$ cat config.mk
export PLATFORM = sky130hd
export DESIGN_NAME = izh_burst_sequencer_flat
export DESIGN_NICKNAME = d
export VERILOG_FILES = /design/src/rtl/izh_aer_pkg.sv /design/src/rtl/izh_burst_sequencer_if.sv /design/src/rtl/izh_burst_fifo.sv /design/src/rtl/izh_burst_sequencer.sv /design/src/flat_wrapper.sv
export SDC_FILE = /design/constraint.sdc
export NUM_CORES = 1
export LEC_CHECK = 0
export BUFFER_PORTS_ARGS = -buffer_cell sky130_fd_sc_hd__buf_2
export CORE_MARGIN = 3
export CORE_UTILIZATION = 39
export CTS_CLUSTER_SIZE = 30
export DETAILED_ROUTE_END_ITERATION = 12
export PLACE_DENSITY_LB_ADDON = 0.12
export SYNTH_ARGS = -nofsm -noshare
export SYNTH_HDL_FRONTEND = slang
export SYNTH_SLANG_ARGS = --single-unit
$ cat constraint.sdc
create_clock -name CLK -period 3.3 [get_ports CLK]
set_input_delay 0.99 -clock CLK [delete_from_list [all_inputs] [get_ports CLK]]
set_output_delay 0.99 -clock CLK [all_outputs]
set_load 0.05 [all_outputs]
$ cat src/rtl/izh_aer_pkg.sv
// izh_aer_pkg: shared types and event-code field positions for the AER burst path.
package izh_aer_pkg;
  localparam int NEUR_W = 8;
  localparam int CODE_SPK = 6;
  localparam int CODE_SPK_REF_LSB = 3;
  localparam int CODE_ISI_LSB = 0;
  typedef enum logic [2:0] {
    S_IDLE = 3'd0,
    S_REQ  = 3'd1,
    S_REL  = 3'd2,
    S_GAP  = 3'd3,
    S_END  = 3'd4
  } state_t;
  typedef struct packed {
    logic [NEUR_W-1:0] neur;
    logic [3:0]        n_spk;
    logic [2:0]        isi;
  } burst_desc_t;
  function automatic burst_desc_t decode(input logic [NEUR_W-1:0] neur, input logic [6:0] code);
    burst_desc_t d;
    d.neur  = neur;
    d.n_spk = {1'b0, code[CODE_SPK_REF_LSB +: 3]} + 4'd1;
    d.isi   = code[CODE_ISI_LSB +: 3];
    return d;
  endfunction
endpackage

$ cat src/rtl/izh_burst_sequencer_if.sv
// izh_burst_sequencer_if: neuron-event input, AER output and status bundle.
interface izh_burst_sequencer_if #(parameter int N_ADDR = 8);
  logic              evt_valid;
  logic [N_ADDR-1:0] evt_neur;
  logic [6:0]        evt_code;
  logic              time_ref;
  logic              spk_req;
  logic              spk_ack;
  logic [N_ADDR-1:0] spk_addr;
  logic              burst_end;
  logic [N_ADDR-1:0] burst_end_neur;
  logic              fifo_full;
  logic              ovfl;
  logic              busy;
  modport master (
    output evt_valid, evt_neur, evt_code, time_ref, spk_ack,
    input  spk_req, spk_addr, burst_end, burst_end_neur, fifo_full, ovfl, busy
  );
  modport slave (
    input  evt_valid, evt_neur, evt_code, time_ref, spk_ack,
    output spk_req, spk_addr, burst_end, burst_end_neur, fifo_full, ovfl, busy
  );
endinterface

$ cat src/rtl/izh_burst_fifo.sv
// izh_burst_fifo: synchronous queue of burst descriptors with wrap-bit pointers.
module izh_burst_fifo
  import izh_aer_pkg::*;
#(
  parameter int DEPTH = 4
) (
  input  logic        CLK,
  input  logic        RSTN,
  input  logic        push,
  input  logic        pop,
  input  burst_desc_t din,
  output burst_desc_t dout,
  output logic        full,
  output logic        empty,
  output logic        empty_nxt
);
  localparam int AW = $clog2(DEPTH);
  localparam int PW = AW + 1;
  burst_desc_t mem_q [DEPTH];
  logic [PW-1:0] wr_q, wr_d, rd_q, rd_d, cnt_d;
  logic do_push, do_pop, full_q, full_d;
  // a pop frees the head slot this edge, so a push into a full queue still fits
  always_comb begin
    do_pop = pop & (wr_q != rd_q);
    do_push = push & (!full_q | do_pop);
    wr_d = wr_q + PW'(do_push);
    rd_d = rd_q + PW'(do_pop);
    cnt_d = wr_d - rd_d;
    full_d = cnt_d == PW'(DEPTH);
  end
  always_ff @(posedge CLK or negedge RSTN)
    if (!RSTN) begin
      wr_q <= '0;
      rd_q <= '0;
      full_q <= 1'b0;
    end else begin
      wr_q <= wr_d;
      rd_q <= rd_d;
      full_q <= full_d;
    end
  always_ff @(posedge CLK)
    if (do_push) mem_q[wr_q[AW-1:0]] <= din;
  assign dout = mem_q[rd_q[AW-1:0]];
  assign full = full_q;
  assign empty = wr_q == rd_q;
  assign empty_nxt = wr_d == rd_d;
endmodule

$ cat src/rtl/izh_burst_sequencer.sv
// izh_burst_sequencer: queues neuron burst descriptors and plays them out as
// timed 4-phase AER spikes, reporting each completed burst.
module izh_burst_sequencer
  import izh_aer_pkg::*;
#(
  parameter int FIFO_DEPTH = 4,
  parameter int N_ADDR = NEUR_W
) (
  input logic                  CLK,
  input logic                  RSTN,
  izh_burst_sequencer_if.slave bus
);
  state_t state_q, state_d;
  logic [N_ADDR-1:0] addr_q, addr_d, end_neur_q, end_neur_d;
  logic [3:0] rem_q, rem_d;
  logic [2:0] isi_q, isi_d, gap_q, gap_d;
  logic req_q, req_d, end_q, end_d, ovfl_q, ovfl_d, busy_q, busy_d;
  logic push, pop, full, empty, empty_nxt;
  burst_desc_t head;
  izh_burst_fifo #(.DEPTH(FIFO_DEPTH)) u_fifo (
    .CLK(CLK),
    .RSTN(RSTN),
    .push(push),
    .pop(pop),
    .din(decode(bus.evt_neur, bus.evt_code)),
    .dout(head),
    .full(full),
    .empty(empty),
    .empty_nxt(empty_nxt)
  );
  always_comb begin
    push = bus.evt_valid & bus.evt_code[CODE_SPK];
    pop = (state_q == S_IDLE) & !empty;
    state_d = state_q;
    addr_d = addr_q;
    rem_d = rem_q;
    isi_d = isi_q;
    gap_d = gap_q;
    case (state_q)
      S_IDLE: if (!empty) begin
        state_d = S_REQ;
        addr_d = N_ADDR'(head.neur);
        rem_d = head.n_spk;
        isi_d = head.isi;
      end
      S_REQ: if (bus.spk_ack) begin
        state_d = S_REL;
        rem_d = rem_q - 4'd1;
      end
      S_REL: if (!bus.spk_ack) begin
        state_d = rem_q == 4'd0 ? S_END : (isi_q == 3'd0 ? S_REQ : S_GAP);
        gap_d = isi_q;
      end
      S_GAP: if (bus.time_ref) begin
        gap_d = gap_q - 3'd1;
        state_d = gap_q == 3'd1 ? S_REQ : S_GAP;
      end
      default: state_d = S_IDLE;
    endcase
    // outputs follow the current state one edge later so every port is a flop
    req_d = state_q == S_REQ;
    end_d = state_q == S_END;
    end_neur_d = end_d ? addr_q : end_neur_q;
    ovfl_d = push & full & !pop;
    busy_d = (state_d != S_IDLE) | !empty_nxt;
  end
  always_ff @(posedge CLK or negedge RSTN)
    if (!RSTN) begin
      state_q <= S_IDLE;
      addr_q <= '0;
      end_neur_q <= '0;
      rem_q <= '0;
      isi_q <= '0;
      gap_q <= '0;
      req_q <= 1'b0;
      end_q <= 1'b0;
      ovfl_q <= 1'b0;
      busy_q <= 1'b0;
    end else begin
      state_q <= state_d;
      addr_q <= addr_d;
      end_neur_q <= end_neur_d;
      rem_q <= rem_d;
      isi_q <= isi_d;
      gap_q <= gap_d;
      req_q <= req_d;
      end_q <= end_d;
      ovfl_q <= ovfl_d;
      busy_q <= busy_d;
    end
  assign bus.spk_req = req_q;
  assign bus.spk_addr = addr_q;
  assign bus.burst_end = end_q;
  assign bus.burst_end_neur = end_neur_q;
  assign bus.fifo_full = full;
  assign bus.ovfl = ovfl_q;
  assign bus.busy = busy_q;
endmodule

$ cat src/flat_wrapper.sv
// flat-port wrapper written by rule: the top's interface ports become plain ports
module izh_burst_sequencer_flat import izh_aer_pkg::*;
#(
  parameter int FIFO_DEPTH = 4,
  parameter int N_ADDR = NEUR_W
)
  (CLK, RSTN, bus_evt_valid, bus_evt_neur, bus_evt_code, bus_time_ref, bus_spk_ack, bus_spk_req, bus_spk_addr, bus_burst_end, bus_burst_end_neur, bus_fifo_full, bus_ovfl, bus_busy);
  izh_burst_sequencer_if #(.N_ADDR(N_ADDR)) bus_i ();
  input logic CLK;
  input logic RSTN;
  input wire logic [$bits(bus_i.evt_valid)-1:0] bus_evt_valid;
  input wire logic [$bits(bus_i.evt_neur)-1:0] bus_evt_neur;
  input wire logic [$bits(bus_i.evt_code)-1:0] bus_evt_code;
  input wire logic [$bits(bus_i.time_ref)-1:0] bus_time_ref;
  input wire logic [$bits(bus_i.spk_ack)-1:0] bus_spk_ack;
  output wire logic [$bits(bus_i.spk_req)-1:0] bus_spk_req;
  output wire logic [$bits(bus_i.spk_addr)-1:0] bus_spk_addr;
  output wire logic [$bits(bus_i.burst_end)-1:0] bus_burst_end;
  output wire logic [$bits(bus_i.burst_end_neur)-1:0] bus_burst_end_neur;
  output wire logic [$bits(bus_i.fifo_full)-1:0] bus_fifo_full;
  output wire logic [$bits(bus_i.ovfl)-1:0] bus_ovfl;
  output wire logic [$bits(bus_i.busy)-1:0] bus_busy;
  assign bus_i.evt_valid = bus_evt_valid;
  assign bus_i.evt_neur = bus_evt_neur;
  assign bus_i.evt_code = bus_evt_code;
  assign bus_i.time_ref = bus_time_ref;
  assign bus_i.spk_ack = bus_spk_ack;
  assign bus_spk_req = bus_i.spk_req;
  assign bus_spk_addr = bus_i.spk_addr;
  assign bus_burst_end = bus_i.burst_end;
  assign bus_burst_end_neur = bus_i.burst_end_neur;
  assign bus_fifo_full = bus_i.fifo_full;
  assign bus_ovfl = bus_i.ovfl;
  assign bus_busy = bus_i.busy;
  izh_burst_sequencer #(.FIFO_DEPTH(FIFO_DEPTH), .N_ADDR(N_ADDR)) u_core (.CLK(CLK), .RSTN(RSTN), .bus(bus_i));
endmodule
Word level (Yosys, flattened, before mapping)
Memories as Yosys holds them, arrays and structs flattened.
Cells that the tools add are included.
{"block": "classes", "bitwise": 9, "n_mux": 16, "reduce_logical": 13, "n_addsub": 6, "n_eq_ne": 13}
{"operator": "2-to-1 mux 3 bit", "count": 7}
{"operator": "one-hot mux 3 bit (4 select lines)", "count": 1}
{"operator": "2-to-1 mux 4 bit", "count": 2}
{"operator": "!= test 2 bit, second input constant", "count": 4}
{"operator": "one-hot mux 4 bit (2 select lines)", "count": 1}
{"operator": "adder 3 x 1 -> 3 bit", "count": 2}
{"operator": "AND 1 bit", "count": 6}
{"operator": "equality test 3 x 1 -> 1 bit, second input constant", "count": 2}
{"operator": "equality test 3 x 2 -> 1 bit, second input constant", "count": 2}
{"operator": "equality test 3 bit", "count": 2}
{"operator": "equality test 3 bit, second input constant", "count": 2}
{"operator": "logical NOT 3 bit", "count": 2}
{"operator": "one-hot mux 3 bit (2 select lines)", "count": 1}
{"operator": "AND reduction 3 bit", "count": 2}
{"operator": "adder 3 x 1 -> 4 bit, second input constant", "count": 1}
{"operator": "logical NOT 1 bit", "count": 4}
{"operator": "logical NOT 4 bit", "count": 1}
{"operator": "2-to-1 mux 2 bit", "count": 2}
{"operator": "nonzero test 2 bit", "count": 2}
{"operator": "subtractor 4 x 1 -> 4 bit, second input constant", "count": 1}
{"operator": "!= test 3 bit", "count": 1}
{"operator": "nonzero test 3 bit", "count": 1}
{"operator": "subtractor 3 x 1 -> 3 bit, second input constant", "count": 1}
{"operator": "subtractor 3 bit", "count": 1}
{"operator": "other kinds (4)", "count": 6}
{"block": "totals", "output_inout_bits": 21, "reg_bits": 40, "inputBits": 20, "wordCells": 71, "n_memories": 1, "ramBits": 60}
{"memory": "u_core.u_fifo.mem_q", "depth": 4, "word_bits": 15, "read_ports": 1, "rd_ports_with_merged_regs": 0, "wr": 1, "line_no": "izh_burst_fifo.sv:19", "rtl": "burst_desc_t mem_q [DEPTH];"}

Depth between registers and ports, before layout
Gate-level depths: netlist (run 1).
{"block": "depth", "word_depth": 10, "mapped_depth": 11, "depth_no_buf": 10}

Hierarchy
Synthesis (run 1) repeated with hierarchy kept, for this count alone.
{"block": "hier_totals", "cells_unflattened": 269, "hier_area_um2": 4179.0}
{"module": "izh_burst_fifo", "area_per_inst_um2": 2626.3, "seq_area_each_um2": 1976.9, "cells_per_inst": 119, "instances": 1}
{"module": "izh_burst_sequencer", "area_per_inst_um2": 1552.7, "seq_area_each_um2": 825.8, "cells_per_inst": 150, "instances": 1}

Worst setup path before layout (run 1)
No wires, ideal clock.
{"block": "synth_path", "path_kind": "register to register", "from": "register u_core.u_fifo.rd_q[0]", "to": "register u_core.busy_q, in the netlist u_core.bus.busy", "n_path_buf": 1, "period_less_slack_ns": 2.928, "required_time_ns": 3.169, "arrival_ns": 2.797, "slack_ns": 0.372, "path_stages_with_launch": 12, "setup_time_ns": 0.131, "cell_sequence": "dfrtp_1 -> buf_6 -> xor2_4 -> o311a_4 -> o21bai_1 -> inv_1 -> ha_1 -> ha_1 -> ha_1 -> nand2_1 -> or3_1 -> or3_1"}
{"block": "synth_via", "elab_chain_cells": 10, "word_cells_on_any_way": 15, "cone_classes": "add/sub: 2; eq/ne: 3; mux: 2; bitwise: 5; reduce/logical: 3"}
{"element": "start: declaration", "line_no": "izh_burst_fifo.sv:20", "rtl": "logic [PW-1:0] wr_q, wr_d, rd_q, rd_d, cnt_d;"}
{"element": "start signal: assignment", "line_no": "izh_burst_fifo.sv:38", "rtl": "rd_q <= rd_d;"}
{"element": "equality test 3 bit", "line_no": "izh_burst_fifo.sv:45", "rtl": "assign empty = wr_q == rd_q;"}
{"element": "logical NOT 1 bit", "line_no": "izh_burst_sequencer.sv:33", "rtl": "pop = (state_q == S_IDLE) & !empty;"}
{"element": "AND 1 bit", "line_no": "izh_burst_sequencer.sv:33"}
{"element": "AND 1 bit *", "line_no": "izh_burst_fifo.sv:24", "rtl": "do_pop = pop & (wr_q != rd_q);"}
{"element": "bitwise OR 1 bit *", "line_no": "izh_burst_fifo.sv:25", "rtl": "do_push = push & (!full_q | do_pop);"}
{"element": "AND 1 bit *", "line_no": "izh_burst_fifo.sv:25"}
{"element": "adder 3 x 1 -> 3 bit *", "line_no": "izh_burst_fifo.sv:26", "rtl": "wr_d = wr_q + PW'(do_push);"}
{"element": "via u_core.u_fifo.wr_d[1]", "line_no": "izh_burst_fifo.sv:20"}
{"element": "equality test 3 bit *", "line_no": "izh_burst_fifo.sv:46", "rtl": "assign empty_nxt = wr_d == rd_d;"}
{"element": "logical NOT 1 bit *", "line_no": "izh_burst_sequencer.sv:65", "rtl": "busy_d = (state_d != S_IDLE) | !empty_nxt;"}
{"element": "bitwise OR 1 bit *", "line_no": "izh_burst_sequencer.sv:65"}
{"element": "via u_core.busy_d", "line_no": "izh_burst_sequencer.sv:17", "rtl": "logic req_q, req_d, end_q, end_d, ovfl_q, ovfl_d, busy_q, busy_d;"}
{"element": "end signal: assignment", "line_no": "izh_burst_sequencer.sv:89", "rtl": "busy_q <= busy_d;"}
{"element": "end: declaration", "line_no": "izh_burst_sequencer.sv:17"}
Mark *: on every way through the listed nets, which the timed path passes. The rest lies on a longest branch.
A chain may end at the register's enable or synchronous reset.

Worst setup path after layout (run 1)
{"block": "layout_path", "from": "register u_core.u_fifo.wr_q[0]", "to": "register u_core.busy_q, in the netlist u_core.bus.busy"}
{"block": "layout_via", "elab_chain_cells": 10, "word_cells_on_any_way": 15, "cone_classes": "add/sub: 2; eq/ne: 3; mux: 2; bitwise: 5; reduce/logical: 3"}
{"element": "start: declaration", "line_no": "izh_burst_fifo.sv:20"}
{"element": "start signal: assignment", "line_no": "izh_burst_fifo.sv:37", "rtl": "wr_q <= wr_d;"}
{"element": "equality test 3 bit", "line_no": "izh_burst_fifo.sv:45"}
{"element": "logical NOT 1 bit", "line_no": "izh_burst_sequencer.sv:33"}
{"element": "AND 1 bit", "line_no": "izh_burst_sequencer.sv:33"}
{"element": "AND 1 bit", "line_no": "izh_burst_fifo.sv:24"}
{"element": "bitwise OR 1 bit", "line_no": "izh_burst_fifo.sv:25"}
{"element": "AND 1 bit", "line_no": "izh_burst_fifo.sv:25"}
{"element": "adder 3 x 1 -> 3 bit *", "line_no": "izh_burst_fifo.sv:26"}
{"element": "via u_core.u_fifo.wr_d[1]", "line_no": "izh_burst_fifo.sv:20"}
{"element": "equality test 3 bit *", "line_no": "izh_burst_fifo.sv:46"}
{"element": "logical NOT 1 bit *", "line_no": "izh_burst_sequencer.sv:65"}
{"element": "bitwise OR 1 bit *", "line_no": "izh_burst_sequencer.sv:65"}
{"element": "via u_core.busy_d", "line_no": "izh_burst_sequencer.sv:17"}
Marked as above.

==> results.md, run 1 <==
* Clock power share at 18.6%
* DRT Pass-1 Iters at 4
* Share of cells above drive strength 1 at between 30% and 40%
* Net Switching at 1.375 mW
* Overall Global Routing Usage at 13.75%
* DR vias at 2170
* DRC at 0
* Yosys top cell area share at 43.27%
* Sink Count at 100
* Hold_ws at 0.4833 ns
* Post-DRT Antenna Nets at 0
* Worst slew pin tran at 0.9138 ns
* I/O pins at approximately 40
* Rel. slew slack at 39.08%
* Slew Viols, Final at 0
* Critical Path AT at 3.25 ns
* Setup CP Type: register to register
* Core Region at 0.01037 mm^2
* Synth Cell Area at 0.004164 mm^2
* Reg2Reg Setup Slack at around 0.29 ns
* Post-CTS Setup Bufs at 0
* Depth of the most critical reg-to-reg path at 10
* Period minus WS final at 3.013 ns
* Capturing point of the worst reg2reg path: u_core.bus.busy
* Biggest area consumer among synthesized cells: edfxtp_1
* Synth top area cells: edfxtp_1 43%, dfrtp_1 24%, mux4_2 5.9%
* Vias in the first global route at 2246
* Internal at between 2 and 2.5 mW
* WP data required at 3.54 ns
* # diodes at 0
* Die H at 109.3 um
* EDFF count, synth at 60
* Hold crit path type: register to register
* Clock Path Buffers at 2
* Largest net degree at the start of global routing at 41
* Clock latency on the worst-skew pair at 0.36 ns
* Final Hold Viols at 0
* Net Sw Frac at between 30% and 40%
* FF+latch count, synth at 100
* Resized Gates After CTS at 0
* Max FO, Critical Path at 7
* CTS tree: built
* Max-cap viol count at 0
* Placer Congestion at approximately 0.73
* Gr ovfl total at 0
* WL final at 7428 um
* Max IR drop VDD at 0.0002853 V
* Die width at between 100 and 150 um
* Async S/R FF share, synth at 40.00%
* Number of I/O port buffers at 40
* R2r startpoint: u_core.u_fifo.wr_q[0]
* Initial Util at 40.15%
* Post-DR vias/cell at 5.000
* Core Util, Final at 45.66%
* Final Skew at around 0.015 ns
* Mean Syn Cell Area at 17.21 um^2
* CTS clock-pin slew for the worst setup and hold paths at 0.10 ns
* Comb power frac at 34.9%
* Final Setup Violations at 0
* Drt initial violations at 101
* First-pass GRT wire length at around 12000 um
* Layout Nets at between 300 and 400
* Final worst-path setup slack at 0.2867 ns
* Row Count at 37
* Clock buffer count from CTS at 9
* Fmax at 0.3319 GHz
* Hold endpoint: u_core.rem_q[0]
* Sequential area share after synthesis at 67.31%
* Antenna violations before repair at 0
* Unrepaired setup endpoints after global routing: false
* Hold path cells at 1
* Setup Slack @ Placement at 0.3132 ns
* Main flop type after synthesis: edfxtp_1
* Seq pwr share at 46.6%
* Setup TNS Final at 0 ns
* Wire per inst at around 17 um
* Leakage at 1.898 nW
* Full die area at about 0.012 mm^2
* Final worst path period share at 91.31%
* Layout area overhead at 13.70%
* CP endpoint kind: register
* Distinct cell type count of the synthesized netlist at 43
* Cts hold-fix bufs at 0
* Ys Warns at 0
* Pwr/cell area at between 800 and 900 mW/mm^2
* H-tree depth at 3
* Cells after synthesis at 242
* Min-delay src: u_core.rem_q[0]
* CTS root buffer: clkbuf_8
* Critical path launch point type: register
* Status: complete, no violations
* Dpl hpwl at 4921 um
* Synthesized net count at 272
## Yosys cell counts (all sizes together) (4+ instances only)
library cell	n
nor2	8
nor3	8
nand2	9
buf	7
ha	10
dfrtp	40
edfxtp	60
mux4	15
mux2	21
inv	12
xor2	7
o21ai	8
nand2b	4
nand3	5
## flip-flops by register name, summed over array words and instances (netlist names)
signal / flops
u_core.gap_q: 3
u_core.u_fifo.wr_q: 3
u_core.bus.burst_end: 1
u_core.u_fifo.mem_q: 60
u_core.bus.burst_end_neur: 8
u_core.bus.spk_addr: 8
u_core.bus.busy: 1
u_core.rem_q: 4
u_core.u_fifo.full: 1
u_core.bus.ovfl: 1
u_core.isi_q: 3
u_core.u_fifo.rd_q: 3
u_core.state_q: 3
u_core.bus.spk_req: 1
## power groups by stage
stage               Combinational [mW]  Clock, mW  Sequential, mW
floorplan                        0.871          0            1.93
global placement                  1.34          0            1.79
detailed placement                1.35          0            1.80
CTS                               1.35      0.740            1.77
global route                      1.46      0.792            1.80
finish                            1.32      0.705            1.77
## logic make-up after synthesis
group,count (synthesis),share of synthesized area [%]
DFF,100,67.31
and+or+nand+nor,46,5.890
muxes,37,15.11
AOI/OAI and AO/OA,21,4.087
buffers and inverters,20,2.464
adders and majority gates,10,3.005
xor gates and xnor gates,8,2.134
## how the worst max path moves through the flow
stage,start,depth (start not counted),endpoint,slack [ns]
finish,u_core.u_fifo.wr_q[0],10,u_core.bus.busy,0.29
global route,u_core.u_fifo.wr_q[0],10,u_core.bus.busy,0.09
CTS,u_core.u_fifo.wr_q[0],10,u_core.bus.busy,0.27
detailed placement,u_core.u_fifo.wr_q[0],10,u_core.bus.busy,0.31
global placement,u_core.u_fifo.wr_q[0],10,u_core.bus.busy,0.39
floorplan,u_core.u_fifo.rd_q[0],11,u_core.bus.busy,0.37
## placed cells by master (no fill, tap or decap), types with 7 or more instances in the layout
| cell type | count |
|---|---|
| inv_1 | 11 |
| clkbuf_8 | 9 |
| nor2_1 | 7 |
| o21ai_0 | 8 |
| mux4_2 | 11 |
| edfxtp_1 | 60 |
| mux2_4 | 8 |
| mux2_2 | 12 |
| buf_2 | 40 |
| dfrtp_1 | 40 |
| buf_4 | 8 |
| nand2_1 | 9 |
| ha_1 | 10 |
## metrics by stage
step	instance area, um^2	cells	power (mW)
final	4735	434	3.792
after global routing	4735	434	4.050
after floorplan	4164	242	2.800
after global placement	4558	418	3.128
after detailed placement	4558	418	3.145
after CTS	4735	434	3.863
## metal layers
layer / up-vias / GRT usage (%) / wire length [um]
li1: 1015 / - / -
met1: 1111 / 19.12 / 3516
met2: 38 / 21.27 / 3532
met3: 6 / 3.817 / 296
met4: 0 / 4.007 / 82
met5: - / 0 / 0
## cell type report
cell class / instances / area (um^2)
repair buffers: 48 / 260.3
clock inverters: 6 / 48.80
flip-flops and latches: 100 / 2803
inverters: 12 / 45.04
well taps: 136 / 170.2
multi-input cells: 122 / 1280
fillers: 946 / 5635
clock buffers: 10 / 127.6
## worst max-delay path, cell delays in order, from the launching register on
cell      delay, ns
dfrtp_1        0.52
xor2_4         0.22
o311a_4        0.45
o21bai_1       0.21
inv_1          0.07
ha_1           0.18
ha_1           0.29
ha_1           0.29
nand2_1        0.07
or3_1          0.29
or3_1          0.30
Note: power is estimated with default switching activity, not from simulation.
==> run 2: changes to the inputs <==
==> constraint.sdc (replaced) <==
create_clock -name CLK -period 3.7 [get_ports CLK]
set_input_delay 1.11 -clock CLK [delete_from_list [all_inputs] [get_ports CLK]]
set_output_delay 1.11 -clock CLK [all_outputs]
set_load 0.05 [all_outputs]
==> results.md, run 2 (synthesis results as in run 1) <==
* Clock latency on the worst-skew pair at 0.36 ns
* Drt initial violations at 64
* DR vias at 2116
* CP endpoint kind: register
* Core Region at 0.01037 mm^2
* Slew Viols, Final at 0
* Placed insts at 417
* Setup CP Type: register to register
* Row Count at 37
* Commonest cells after routing, fill and taps aside: 60 x edfxtp_1, 40 x buf_2, 40 x dfrtp_1, 12 x mux2_2
* CTS clock-pin slew for the worst setup and hold paths at 0.10 ns
* Critical Path AT at 3.40 ns
* Placed cell areas at 0.004544 mm^2
* Final Hold Viols at 0
* Placer Congestion at 0.7467
* Capturing point of the worst reg2reg path: u_core.bus.busy
* Cts hold-fix bufs at 0
* H-tree depth at 3
* Hold endpoint: u_core.rem_q[0]
* Leakage at 1.926 nW
* Period minus WS final at 3.166 ns
* Clock buffer count from CTS at 9
* WL final at approximately 7200 um
* Critical path launch point type: register
* Max FO, Critical Path at 6
* R2r startpoint: u_core.u_fifo.wr_q[0]
* Layout area overhead at 14.51%
* Overall Global Routing Usage at 13.37%
* Clock Path Buffers at 2
* Comb power frac at 33.4%
* Final Skew at 0.01243 ns
* Post-DRT Antenna Nets at 0
* Final worst path period share at 85.56%
* Core Util, Final at 45.98%
* Max IR drop VDD at 0.0002701 V
* Hold path cells at 1
* I/O pins at 41
* Post-CTS Setup Bufs at 0
* Min-delay src: u_core.rem_q[0]
* Dpl hpwl at 4756 um
* WP data required at 3.94 ns
* Commonest non-fill, non-tap cell in the layout: edfxtp_1
* Crit path top cell by count: ha_1
* Gr ovfl total at 0
* DRC at 0
* Number of I/O port buffers at 40
* Share of cells above drive strength 1 at 35.69%
* Resized Gates After CTS at 0
* # diodes at 0
* Fmax at 0.3159 GHz
* Depth of the most critical reg-to-reg path at 10
* DRT Pass-1 Iters at 4
* Die width at 109.3 um
* Vias in the first global route at between 2000 and 2500
* Final Setup Violations at 0
* Initial Util at 40.15%
* Layout Nets at 322
* Net Switching at 1.218 mW
* Post-DR vias/cell at between 4 and 5
* CTS tree: built
* Worst path max stage delay at 0.50 ns
* Internal at ~2.3 mW
* Post-Layout Cell Count at 433
* Largest register FFs at 60
* Rel. slew slack at 39.83%
* Slowest stage cell, crit path: dfrtp_1
* Fill cells at 914
* Fin area at 0.004768 mm^2
* Clock power share at 21.7%
* CTS root buffer: clkbuf_8
* Setup TNS Final at 0 ns
* First-pass GRT wire length at approximately 12000 um
* Status: complete, no violations
* Reg2Reg Setup Slack at 0.53 ns
* Total chip power at 3.505 mW
* Sink Count at 100
* Hold crit path type: register to register
* Max-cap viol count at 0
* Net Sw Frac at about a third
* Die H at about 110 um
* Largest net degree at the start of global routing at around 40
* Crit-path cells: xor2_4 > o311a_4 > o21bai_1 > inv_1 > ha_1 > ha_1 > ha_1 > nand2_1 > or3_1 > or3_1
* Unrepaired setup endpoints after global routing: false
* Pwr/cell area at 735.0 mW/mm^2
* Seq pwr share at between 40% and 50%
* Antenna violations before repair at 0
* Full die area at 0.01195 mm^2
* Wire per inst at 16.71 um
* Worst slew pin tran at 0.9025 ns
==> run 2: power groups by stage <==
stage	registers [mW]	logic, mW	clock network [mW]
5_1_grt	1.61	1.30	0.833
2_1_floorplan	1.72	0.777	0
3_3_place_gp	1.59	1.19	0
6_report	1.57	1.17	0.761
3_5_place_dp	1.60	1.19	0
4_1_cts	1.58	1.19	0.785
==> run 2: critical path: cells and delay by family (launching register included) <==
family | cells | cell delay (ns)
DFF | 1 | 0.50
xor gates and xnor gates | 1 | 0.21
AOI/OAI and AO/OA | 2 | 0.81
adders and majority gates | 3 | 0.77
and+or+nand+nor | 3 | 0.66
buffers and inverters | 1 | 0.09
==> run 2: metal layers <==
layer	global-route usage, %	vias to the layer above	part of all wire (%)
met5	0	-	0
met4	4.809	0	1.2
met3	3.230	5	3.4
met2	19.92	31	46
met1	19.17	1064	50
li1	-	1016	-
==> run 2: area by class of cell <==
type,count,area (um^2),area share (%)
Tap cell,136,170.2,3.569
Clock inverter,7,100.1,2.099
Timing Repair Buffer,47,252.7,5.300
Multi-Input combinational cell,122,1274,26.71
Inverter,12,45.04,0.9446
Clock buffer,9,123.9,2.598
Sequential cell,100,2803,58.78
==> run 2: how the worst max path moves through the flow <==
stage                     startpoint                   endpoint  cells past startpoint
2_1_floorplan          bus_evt_valid  u_core.u_fifo.mem_q[2][0]                      3
3_3_place_gp           bus_evt_valid            u_core.bus.busy                     10
3_5_place_dp           bus_evt_valid            u_core.bus.busy                     10
4_1_cts        u_core.u_fifo.wr_q[0]            u_core.bus.busy                     10
5_1_grt        u_core.u_fifo.wr_q[0]            u_core.bus.busy                     10
6_report       u_core.u_fifo.wr_q[0]            u_core.bus.busy                     10
==> run 2: through the flow <==
stage,hold WS [ns],setup slack (ns)
3_3_place_gp,0.4840,0.5321
3_5_place_dp,0.4824,0.4868
4_1_cts,0.4961,0.5240
2_1_floorplan,0.4468,0.7178
6_report,0.4928,0.5341
5_1_grt,0.5260,0.3374
==> run 3: changes to the inputs <==
--- a/config.mk
+++ b/config.mk
@@ -7,7 +7,7 @@
 export LEC_CHECK = 0
 export BUFFER_PORTS_ARGS = -buffer_cell sky130_fd_sc_hd__buf_2
 export CORE_MARGIN = 3
-export CORE_UTILIZATION = 39
+export CORE_UTILIZATION = 55
 export CTS_CLUSTER_SIZE = 30
 export DETAILED_ROUTE_END_ITERATION = 12
 export PLACE_DENSITY_LB_ADDON = 0.12
==> results.md, run 3 (synthesis results as in run 1) <==
* Status: complete, no violations
* Total chip power at 3.379 mW
* Commonest non-fill, non-tap cell in the layout: edfxtp_1
* CTS root buffer: clkbuf_8
* Die H at 93.01 um
* Placer Congestion at around 0.75
* Min-delay src: u_core.rem_q[0]
* Max FO, Critical Path at 6
* Critical Path AT at about 3.4 ns
* Clock latency on the worst-skew pair at around 0.35 ns
* Drt initial violations at 53
* Antenna violations before repair at 0
* Final Skew at ~0.013 ns
* Placed insts at 380
* Critical path launch point type: register
* Resized Gates After CTS at 0
* Cts hold-fix bufs at 0
* WP data required at 3.93 ns
* Hold crit path type: register to register
* Post-DRT Antenna Nets at 0
* Core Region at approximately 0.0073 mm^2
* Hold endpoint: u_core.rem_q[0]
* Setup TNS Final at 0 ns
* Post-Layout Cell Count at roughly 400
* Largest register FFs at 60
* Post-CTS Setup Bufs at 0
* WL final at roughly 6600 um
* Dpl hpwl at roughly 4600 um
* Max IR drop VDD at 0.0002651 V
* Number of I/O port buffers at 40
* R2r startpoint: u_core.u_fifo.wr_q[0]
* Hold path cells at 1
* Full die area at about 0.0087 mm^2
* Final Hold Viols at 0
* H-tree depth at 3
* DR vias at 2131
* Reg2Reg Setup Slack at 0.53 ns
* Final worst-path setup slack at 0.5332 ns
* Gr ovfl total at 0
* Wire per inst at between 15 and 20 um
* Setup Slack @ Placement at slightly below 0.5 ns
* DRC at 0
* Post-DR vias/cell at 5.381
* Leakage at 1.907 nW
* DRT Pass-1 Iters at 4
* Rel. slew slack at 42.20%
* Die width at 93.01 um
* # diodes at 0
* Commonest cells after routing, fill and taps aside: 60 x edfxtp_1, 40 x buf_2, 40 x dfrtp_1, 12 x mux2_2
* Initial Util at 57.10%
* Depth of the most critical reg-to-reg path at 10
* Capturing point of the worst reg2reg path: u_core.bus.busy
* I/O pins at 41
* Final worst path period share at 85.59%
* First-pass GRT wire length at ~11000 um
* Max-cap viol count at 0
* Vias in the first global route at 2161
* CP endpoint kind: register
* Largest net degree at the start of global routing at 41
* Clock Path Buffers at 2
* Fmax at 0.3158 GHz
* Layout area overhead at 12.53%
* CTS clock-pin slew for the worst setup and hold paths at 0.10 ns
* Slew Viols, Final at 0
* Row Count at 31
* Final Setup Violations at 0
* Unrepaired setup endpoints after global routing: false
* Setup CP Type: register to register
* CTS tree: built
* Clock buffer count from CTS at 9
* Share of cells above drive strength 1 at around 36%
* Sink Count at 100
* Pwr/cell area at between 700 and 800 mW/mm^2
* Worst slew pin tran at just under 0.9 ns
* Overall Global Routing Usage at 17.11%
* Layout Nets at 322
* Period minus WS final at between 3 and 4 ns
==> run 3: how the worst max path moves through the flow <==
stage / from / to / slack, ns / cells after the start
final: u_core.u_fifo.wr_q[0] / u_core.bus.busy / 0.53 / 10
after global routing: u_core.u_fifo.wr_q[0] / u_core.bus.busy / 0.39 / 10
after CTS: u_core.u_fifo.wr_q[0] / u_core.bus.busy / 0.55 / 10
after detailed placement: bus_evt_valid / u_core.bus.busy / 0.49 / 10
after global placement: bus_evt_valid / u_core.bus.busy / 0.54 / 10
after floorplan: bus_evt_valid / u_core.u_fifo.mem_q[2][0] / 0.72 / 3
==> run 3: layer usage <==
metal / GRT usage (%) / vias up / part of all wire [%]
met5: 0 / - / 0
met4: 7.326 / 0 / 1.2
met3: 2.896 / 7 / 3.7
met2: 25.73 / 51 / 48
met1: 25.01 / 1054 / 48
li1: - / 1019 / -
==> run 3: critical path, cell delays in order (launching register included) <==
cell and delay (ns):
dfrtp_1 0.50, xor2_4 0.22, o311a_4 0.39, o21bai_1 0.41
inv_1 0.10, ha_1 0.20, ha_1 0.29, ha_1 0.28
nand2_1 0.07, or3_1 0.29, or3_1 0.30
==> run 3: power by group <==
group	internal (mW)	leakage [nW]	total [mW]	switching, mW
logic	0.498	0.774	1.16	0.667
registers	1.41	1.04	1.57	0.165
clock network	0.258	0.0900	0.644	0.386
total	2.16	1.91	3.38	1.22
==> run 3: final cells by class <==
class,instances,area (um^2)
Sequential cell,100,2803
Fill cell,535,2606
Timing Repair Buffer,47,252.7
Tap cell,99,123.9
Clock buffer,9,123.9
Multi-Input combinational cell,122,1274
Clock inverter,7,63.81
Inverter,12,45.04
==> run 3: through the flow <==
step | instance area, um^2 | hold WS [ns] | utilization [%]
floorplan | 4164 | 0.4468 | -
global placement | 4498 | 0.4731 | 61.69
detailed placement | 4498 | 0.4719 | 61.69
CTS | 4686 | 0.4857 | 64.26
global route | 4686 | 0.5152 | 64.26
finish | 4686 | 0.4791 | 64.26
